**src/rtl/vc_scheduler.sv**
```systemverilog
// Weighted VC0/VC1 -> D0/D1 word scheduler.
// Registered pop stage feeding a combinational push stage.
module vc_scheduler #(
  parameter int DATA_W     = 6,
  parameter int DEST_BIT   = 4,
  parameter int VC0_WEIGHT = 3
) (
  input  logic              clk,
  input  logic              reset,
  input  logic              active,
  input  logic              empty_vc0,
  input  logic              empty_vc1,
  input  logic              almost_full_d0,
  input  logic              almost_full_d1,
  input  logic [DATA_W-1:0] data_vc0,
  input  logic [DATA_W-1:0] data_vc1,
  output logic              pop_vc0,
  output logic              pop_vc1,
  output logic              push_d0,
  output logic              push_d1,
  output logic [DATA_W-1:0] data_out,
  output logic              stall
);

  localparam int CW = $clog2(VC0_WEIGHT + 1);
  localparam logic [CW-1:0] WMAX = CW'(VC0_WEIGHT);

  typedef enum logic [1:0] {
    DISABLED,
    RUN,
    BLOCKED
  } state_t;

  state_t            state;
  state_t            state_nx;
  logic [CW-1:0]     cnt;
  logic [CW-1:0]     cnt_nx;
  logic              valid_q;
  logic              sel_q;
  logic              full_any;
  logic              can_pop;
  logic              g0;
  logic              g1;
  logic              pv;
  logic [DATA_W-1:0] word;

  // Pop gating uses live inputs so backpressure bites immediately.
  always_comb begin
    full_any = almost_full_d0 | almost_full_d1;
    can_pop  = reset & (state == RUN) & active & ~full_any;
    g1 = can_pop & ~empty_vc1 & (empty_vc0 | (cnt == WMAX));
    g0 = can_pop & ~g1 & ~empty_vc0;
  end

  always_comb begin
    state_nx = state;
    unique case (state)
      DISABLED: begin
        if (active) state_nx = RUN;
      end
      RUN: begin
        if (!active)       state_nx = DISABLED;
        else if (full_any) state_nx = BLOCKED;
      end
      BLOCKED: begin
        if (!active)        state_nx = DISABLED;
        else if (!full_any) state_nx = RUN;
      end
      default: state_nx = DISABLED;
    endcase
  end

  always_comb begin
    cnt_nx = cnt;
    if (g1)
      cnt_nx = '0;
    else if (g0 && cnt != WMAX)
      cnt_nx = cnt + CW'(1);
  end

  always_ff @(posedge clk) begin
    if (!reset) begin
      state   <= DISABLED;
      cnt     <= '0;
      valid_q <= 1'b0;
      sel_q   <= 1'b0;
    end else begin
      state   <= state_nx;
      cnt     <= cnt_nx;
      valid_q <= g0 | g1;
      if (g0 | g1) sel_q <= g1;
    end
  end

  // In-flight word always lands; the threshold reserved its slot.
  always_comb begin
    pv       = valid_q & reset;
    word     = sel_q ? data_vc1 : data_vc0;
    pop_vc0  = g0;
    pop_vc1  = g1;
    data_out = pv ? word : '0;
    push_d1  = pv & word[DEST_BIT];
    push_d0  = pv & ~word[DEST_BIT];
    stall    = reset & (state == BLOCKED);
  end

endmodule

```
**config.mk**
```make
export PLATFORM = sky130hd
export DESIGN_NAME = vc_scheduler
export DESIGN_NICKNAME = d
export VERILOG_FILES = /design/src/rtl/vc_scheduler.sv
export SDC_FILE = /design/constraint.sdc
export NUM_CORES = 1
export LEC_CHECK = 0
export CAP_MARGIN = 20
export CELL_PAD_IN_SITES_DETAIL_PLACEMENT = 0
export CELL_PAD_IN_SITES_GLOBAL_PLACEMENT = 1
export CORE_MARGIN = 2
export CORE_UTILIZATION = 24
export CTS_BUF_LIST = sky130_fd_sc_hd__clkbuf_2 sky130_fd_sc_hd__clkbuf_4 sky130_fd_sc_hd__clkbuf_8
export CTS_CLUSTER_SIZE = 30
export DETAILED_ROUTE_END_ITERATION = 10
export PLACE_DENSITY = 0.84
export SLEW_MARGIN = 20
export SYNTH_ARGS = -nofsm -noshare
export SYNTH_HDL_FRONTEND = slang
export SYNTH_SLANG_ARGS = --single-unit
export TNS_END_PERCENT = 1
```
**constraint.sdc**
```tcl
create_clock -name clk -period 2.5 [get_ports clk]
set_input_delay 0.5 -clock clk [delete_from_list [all_inputs] [get_ports clk]]
set_output_delay 0.5 -clock clk [all_outputs]
set_load 0.005 [all_outputs]
```
### Word level (Yosys, flattened, before mapping)

Cells that the tools add are included.

* muxes and demuxes: 8
* bitwise logic cells: 20
* eq/ne operators: 7
* reduce and logical (&&, ||, !) cells: 4
* add/sub/neg operators: 1

Operators with widths (count)
* $mux 6: 2
* $and 1x1->1: 11
* $mux 2: 5
* $ne 3x3->1 const B: 2
* $not 1->1: 6
* $pmux 2 s3: 1
* $eq 2x2->1 const B: 2
* $ne 2x2->1 const B: 2
* $or 1x1->1: 3
* $reduce_and 3->1: 1
* $add 2x1->2 const B: 1
* $eq 2x1->1 const B: 1
* $logic_not 2->1: 1
* $reduce_or 2->1: 1
* $logic_and 1x1->1: 1

* bits of input ports: 19
* register bits after elaboration: 6
* word-level logic and storage cells: 44

### Depth between registers and ports, before layout

Gate-level depths: netlist of run 1.

* word-level depth: 10
* mapped depth: 5

### Worst setup path before layout of run 1

Ideal clock, no wire load.

* path type: input to output
* start: in almost_full_d1
* end: out pop_vc0
* arrival time: 1.543 ns
* slack: 0.457 ns
* cell stages on the path: 4
* cells stage by stage: or4b_4 -> or2_0 -> buf_2 -> nor3_1

* word-level cells in the longest chain between the ends: 8

RTL lines
* from (decl): RTL line 14 `input logic almost_full_d1,`
* $or 1x1->1 *: RTL line 49 `full_any = almost_full_d0 | almost_full_d1;`
* $not 1->1 *: RTL line 50 `can_pop = reset & (state == RUN) & active & ~full_any;`
* $and 1x1->1 *: RTL line 50
* $and 1x1->1 (2 in a row): RTL line 51 `g1 = can_pop & ~empty_vc1 & (empty_vc0 | (cnt == WMAX));`
* $not 1->1: RTL line 52 `g0 = can_pop & ~g1 & ~empty_vc0;`
* $and 1x1->1 * (2 in a row): RTL line 52
* to (decl): RTL line 17 `output logic pop_vc0,`

Every way passes the cells marked *; elsewhere a longest branch is shown, timed or not.

### Worst setup path in the final report of run 1

Same ends and word-level chain as after synthesis.

==> results of run 1 <==
flip-flops by register name (all words and copies together) (netlist names):
signal	cells
cnt	2
state	2
valid_q	1
sel_q	1
timing repair:
| item | 4_1_cts | 5_1_grt |
|---|---|---|
| gates resized for setup | 12 | 1 |
| setup endpoints to repair | 2 | 8 |
| gates cloned | 0 | 0 |
| hold buffers | 0 | 0 |
per-layer routing:
metal / vias to the layer above / GRT usage, % / part of all wire (%)
li1: 239 / - / -
met2: 28 / 19.7 / 43
met4: 0 / 1.76 / 0
met5: - / 0 / 0
met3: 0 / 8.40 / 17
met1: 197 / 14.0 / 40
cell usage after synthesis, types with 2 or more instances:
master	count
mux2i_1	6
nand2_1	4
dfxtp_1	6
o22ai_1	2
nor3_1	3
clkbuf_1	2
nor2_1	8
how the worst max path moves through the flow:
stage	startpoint	to	cells past startpoint
3_5_place_dp	almost_full_d1	pop_vc0	5
3_3_place_gp	almost_full_d1	pop_vc1	5
4_1_cts	almost_full_d1	pop_vc0	5
6_report	almost_full_d1	pop_vc0	5
5_1_grt	almost_full_d1	pop_vc1	5
2_1_floorplan	almost_full_d1	pop_vc0	4
power by group:
group | switching (mW) | internal [mW] | total [mW]
combinational | 0.0156 | 0.0362 | 0.0517
sequential | 0.00185 | 0.0978 | 0.0996
clock | 0.0368 | 0.0544 | 0.0912
total | 0.0542 | 0.188 | 0.243
area by class of cell:
class                      count  area (um^2)  area share, %
sequential                     6          120           15.9
tap                           16         20.0           2.64
clock buffer                   3         22.5           2.98
multi-input combinational     39          277           36.5
timing repair buffer          34          318           42.0
metrics by stage:
stage | hold slack (ns) | power [mW] | TNS [ns] | std cells | util (%)
2_1_floorplan | 0.450 | 0.116 | 0 | 49 | -
3_3_place_gp | 0.460 | 0.152 | -0.798 | 95 | 47.3
3_5_place_dp | 0.474 | 0.152 | -0.833 | 95 | 47.3
4_1_cts | 0.481 | 0.246 | 0 | 98 | 48.9
5_1_grt | 0.525 | 0.258 | -0.0188 | 98 | 49.1
6_report | 0.483 | 0.243 | 0 | 98 | 49.1
tightest hold or removal path: stages (launching register included):
cell and delay (ns):
dfxtp_1 0.31, nand2_1 0.05, o22ai_1 0.07
layout by cell type (no fill, tap or decap), types with 2 or more instances in the layout:
cell type	count
clkbuf_4	3
mux2i_1	6
buf_2	2
nand2_1	3
nor3_2	2
nor2_1	8
buf_4	5
clkdlybuf4s50_1	27
o22ai_1	2
dfxtp_1	6
cell families after synthesis:
logic type                 Yosys count  synth area share (%)
and+or+nand+nor                     24                  32.1
adders and majority gates            2                  5.61
muxes                                6                  15.0
DFF                                  6                  29.9
xor gates and xnor gates             1                  2.18
buffers and inverters                4                  4.98
AOI/OAI and AO/OA                    6                  10.3
==> results.sh, run 1 <==
export IMPL_seq_area_frac_synth_pct=29.9
export IMPL_h_tree_depth=1
export IMPL_drive_gt1_share_pct=20.7
export IMPL_yosys_warnings=0
export IMPL_cts_sinks=6
export IMPL_first_pass_iters=4
export IMPL_die_area_mm2=0.00202
export IMPL_slowest_delay_ns=0.52
export IMPL_p_leak_nw=0.278
export IMPL_io_buffers=29
export IMPL_reg2reg_to="sel_q"
export IMPL_rows=14
export IMPL_synth_area_top_cells="dfxtp_1 (30%), mux2i_1 (15%), nor2_1 (7.5%), nor3_1 (3.7%), nand2_1 (3.7%)"
export IMPL_gp_congestion=0.644
export IMPL_relSlewSlack_pct=80.2
export IMPL_cp_cell_sequence="clkdlybuf4s50_1, or4b_4, or2_4, nor3_2, buf_2"
export IMPL_antenna_found_initial=0
export IMPL_core_mm2=0.00154
export IMPL_grt_pass1_vias=409
export IMPL_cts_root_buffer="clkbuf_4"
export IMPL_synth_flop_cell="dfxtp_1"
export IMPL_clk_pin_slew_worst_paths_ns=0.04
export IMPL_min_to="cnt[1]"
export IMPL_via_per_inst=4.73
export IMPL_drv_cap=0
export IMPL_pre_cts_slack_ns=-0.417
export IMPL_dp_hpwl_um=923
export IMPL_status="completed"
export IMPL_async_flop_share_pct=0
export IMPL_drc_errors=0
export IMPL_finalSetupViolCount=0
export IMPL_ys_types=25
export IMPL_cp_start_kind="input port"
export IMPL_peakVddDrop_uv=364
export IMPL_pin_count=30
export IMPL_skew_ns=0.00575
export IMPL_synth_edf_count=0
export IMPL_hp_start="cnt[1]"
export IMPL_p_per_area_mw_per_mm2=320
export IMPL_critPathMaxFanout=3
export IMPL_diodes=0
export IMPL_cts_buffer_depth=2
export IMPL_cts_tree="yes"
export IMPL_final_max_slew_violation_count=0
export IMPL_r2r_slack_ns=0.92
export IMPL_fillers=148
export IMPL_setup_slack_ns=0.0273
export IMPL_vias=464
export IMPL_cp_data_arrival_time_ns=1.97
export IMPL_r2r_cells=4
export IMPL_max_clock_freq_mhz=404
export IMPL_holdPathStages=2
export IMPL_wl_um=1160
export IMPL_synth_area_um2=402
export IMPL_rsz0062_at_grt="yes"
export IMPL_clock_latency_ns=0.25
export IMPL_grt_first_pass_wirelength_um=1770
export IMPL_drtIter0Drc=3
export IMPL_die_w_um=44.9
export IMPL_dpl_instance_area_um2=729
export IMPL_min_period_ns=2.47
export IMPL_final_area_um2=757
export IMPL_period_share_pct=98.9
export IMPL_syn2layout_area_growth_pct=88.5
export IMPL_grt_total_usage_pct=12.3
export IMPL_finalHoldViolations=0
export IMPL_synthCells=49
export IMPL_synth_seq_cells=6
export IMPL_syn_area_per_cell_um2=8.20
export IMPL_critPathKind="input port to output pin"
export IMPL_initial_core_util_pct=26.1
export IMPL_cp_slowest_cell="or4b_4"
export IMPL_synth_top_cell_by_area="dfxtp_1"
export IMPL_hp_class="register to register"
export IMPL_cp_top_family="simple AND/OR/NAND/NOR gates"
export IMPL_detail_route_antenna_nets=0
export IMPL_grt_max_degree=9
export IMPL_finish_net_count=104
export IMPL_cts_buffers_inserted=3
export IMPL_dieHeight_um=44.9
export IMPL_tightest_slew_ns=0.293
export IMPL_crit_path_end_kind="output pin"
export IMPL_syn_nets=69
export IMPL_post_cts_buffers=0
export IMPL_overflow=0
export IMPL_synth_top_area_share_pct=29.9
export IMPL_critPathRequiredTime_ns=2.00
export IMPL_wire_per_inst_um=11.9
export IMPL_rr_startpoint="state[1]"
export IMPL_path_buf_inv=2
No activity file was read; power rests on OpenSTA's default activity.
==> inputs of run 2 (changes only) <==
- GPL_ROUTABILITY_DRIVEN: unset -> 0
==> results of run 2 <==
No change in the layout: final DEF, timing and power equal those of run 1.
==> inputs of run 3 (changes only) <==
- ABC_CLOCK_PERIOD_IN_PS: unset -> 2500
==> results of run 3 <==
No change in the layout: final DEF, timing and power equal those of run 1.
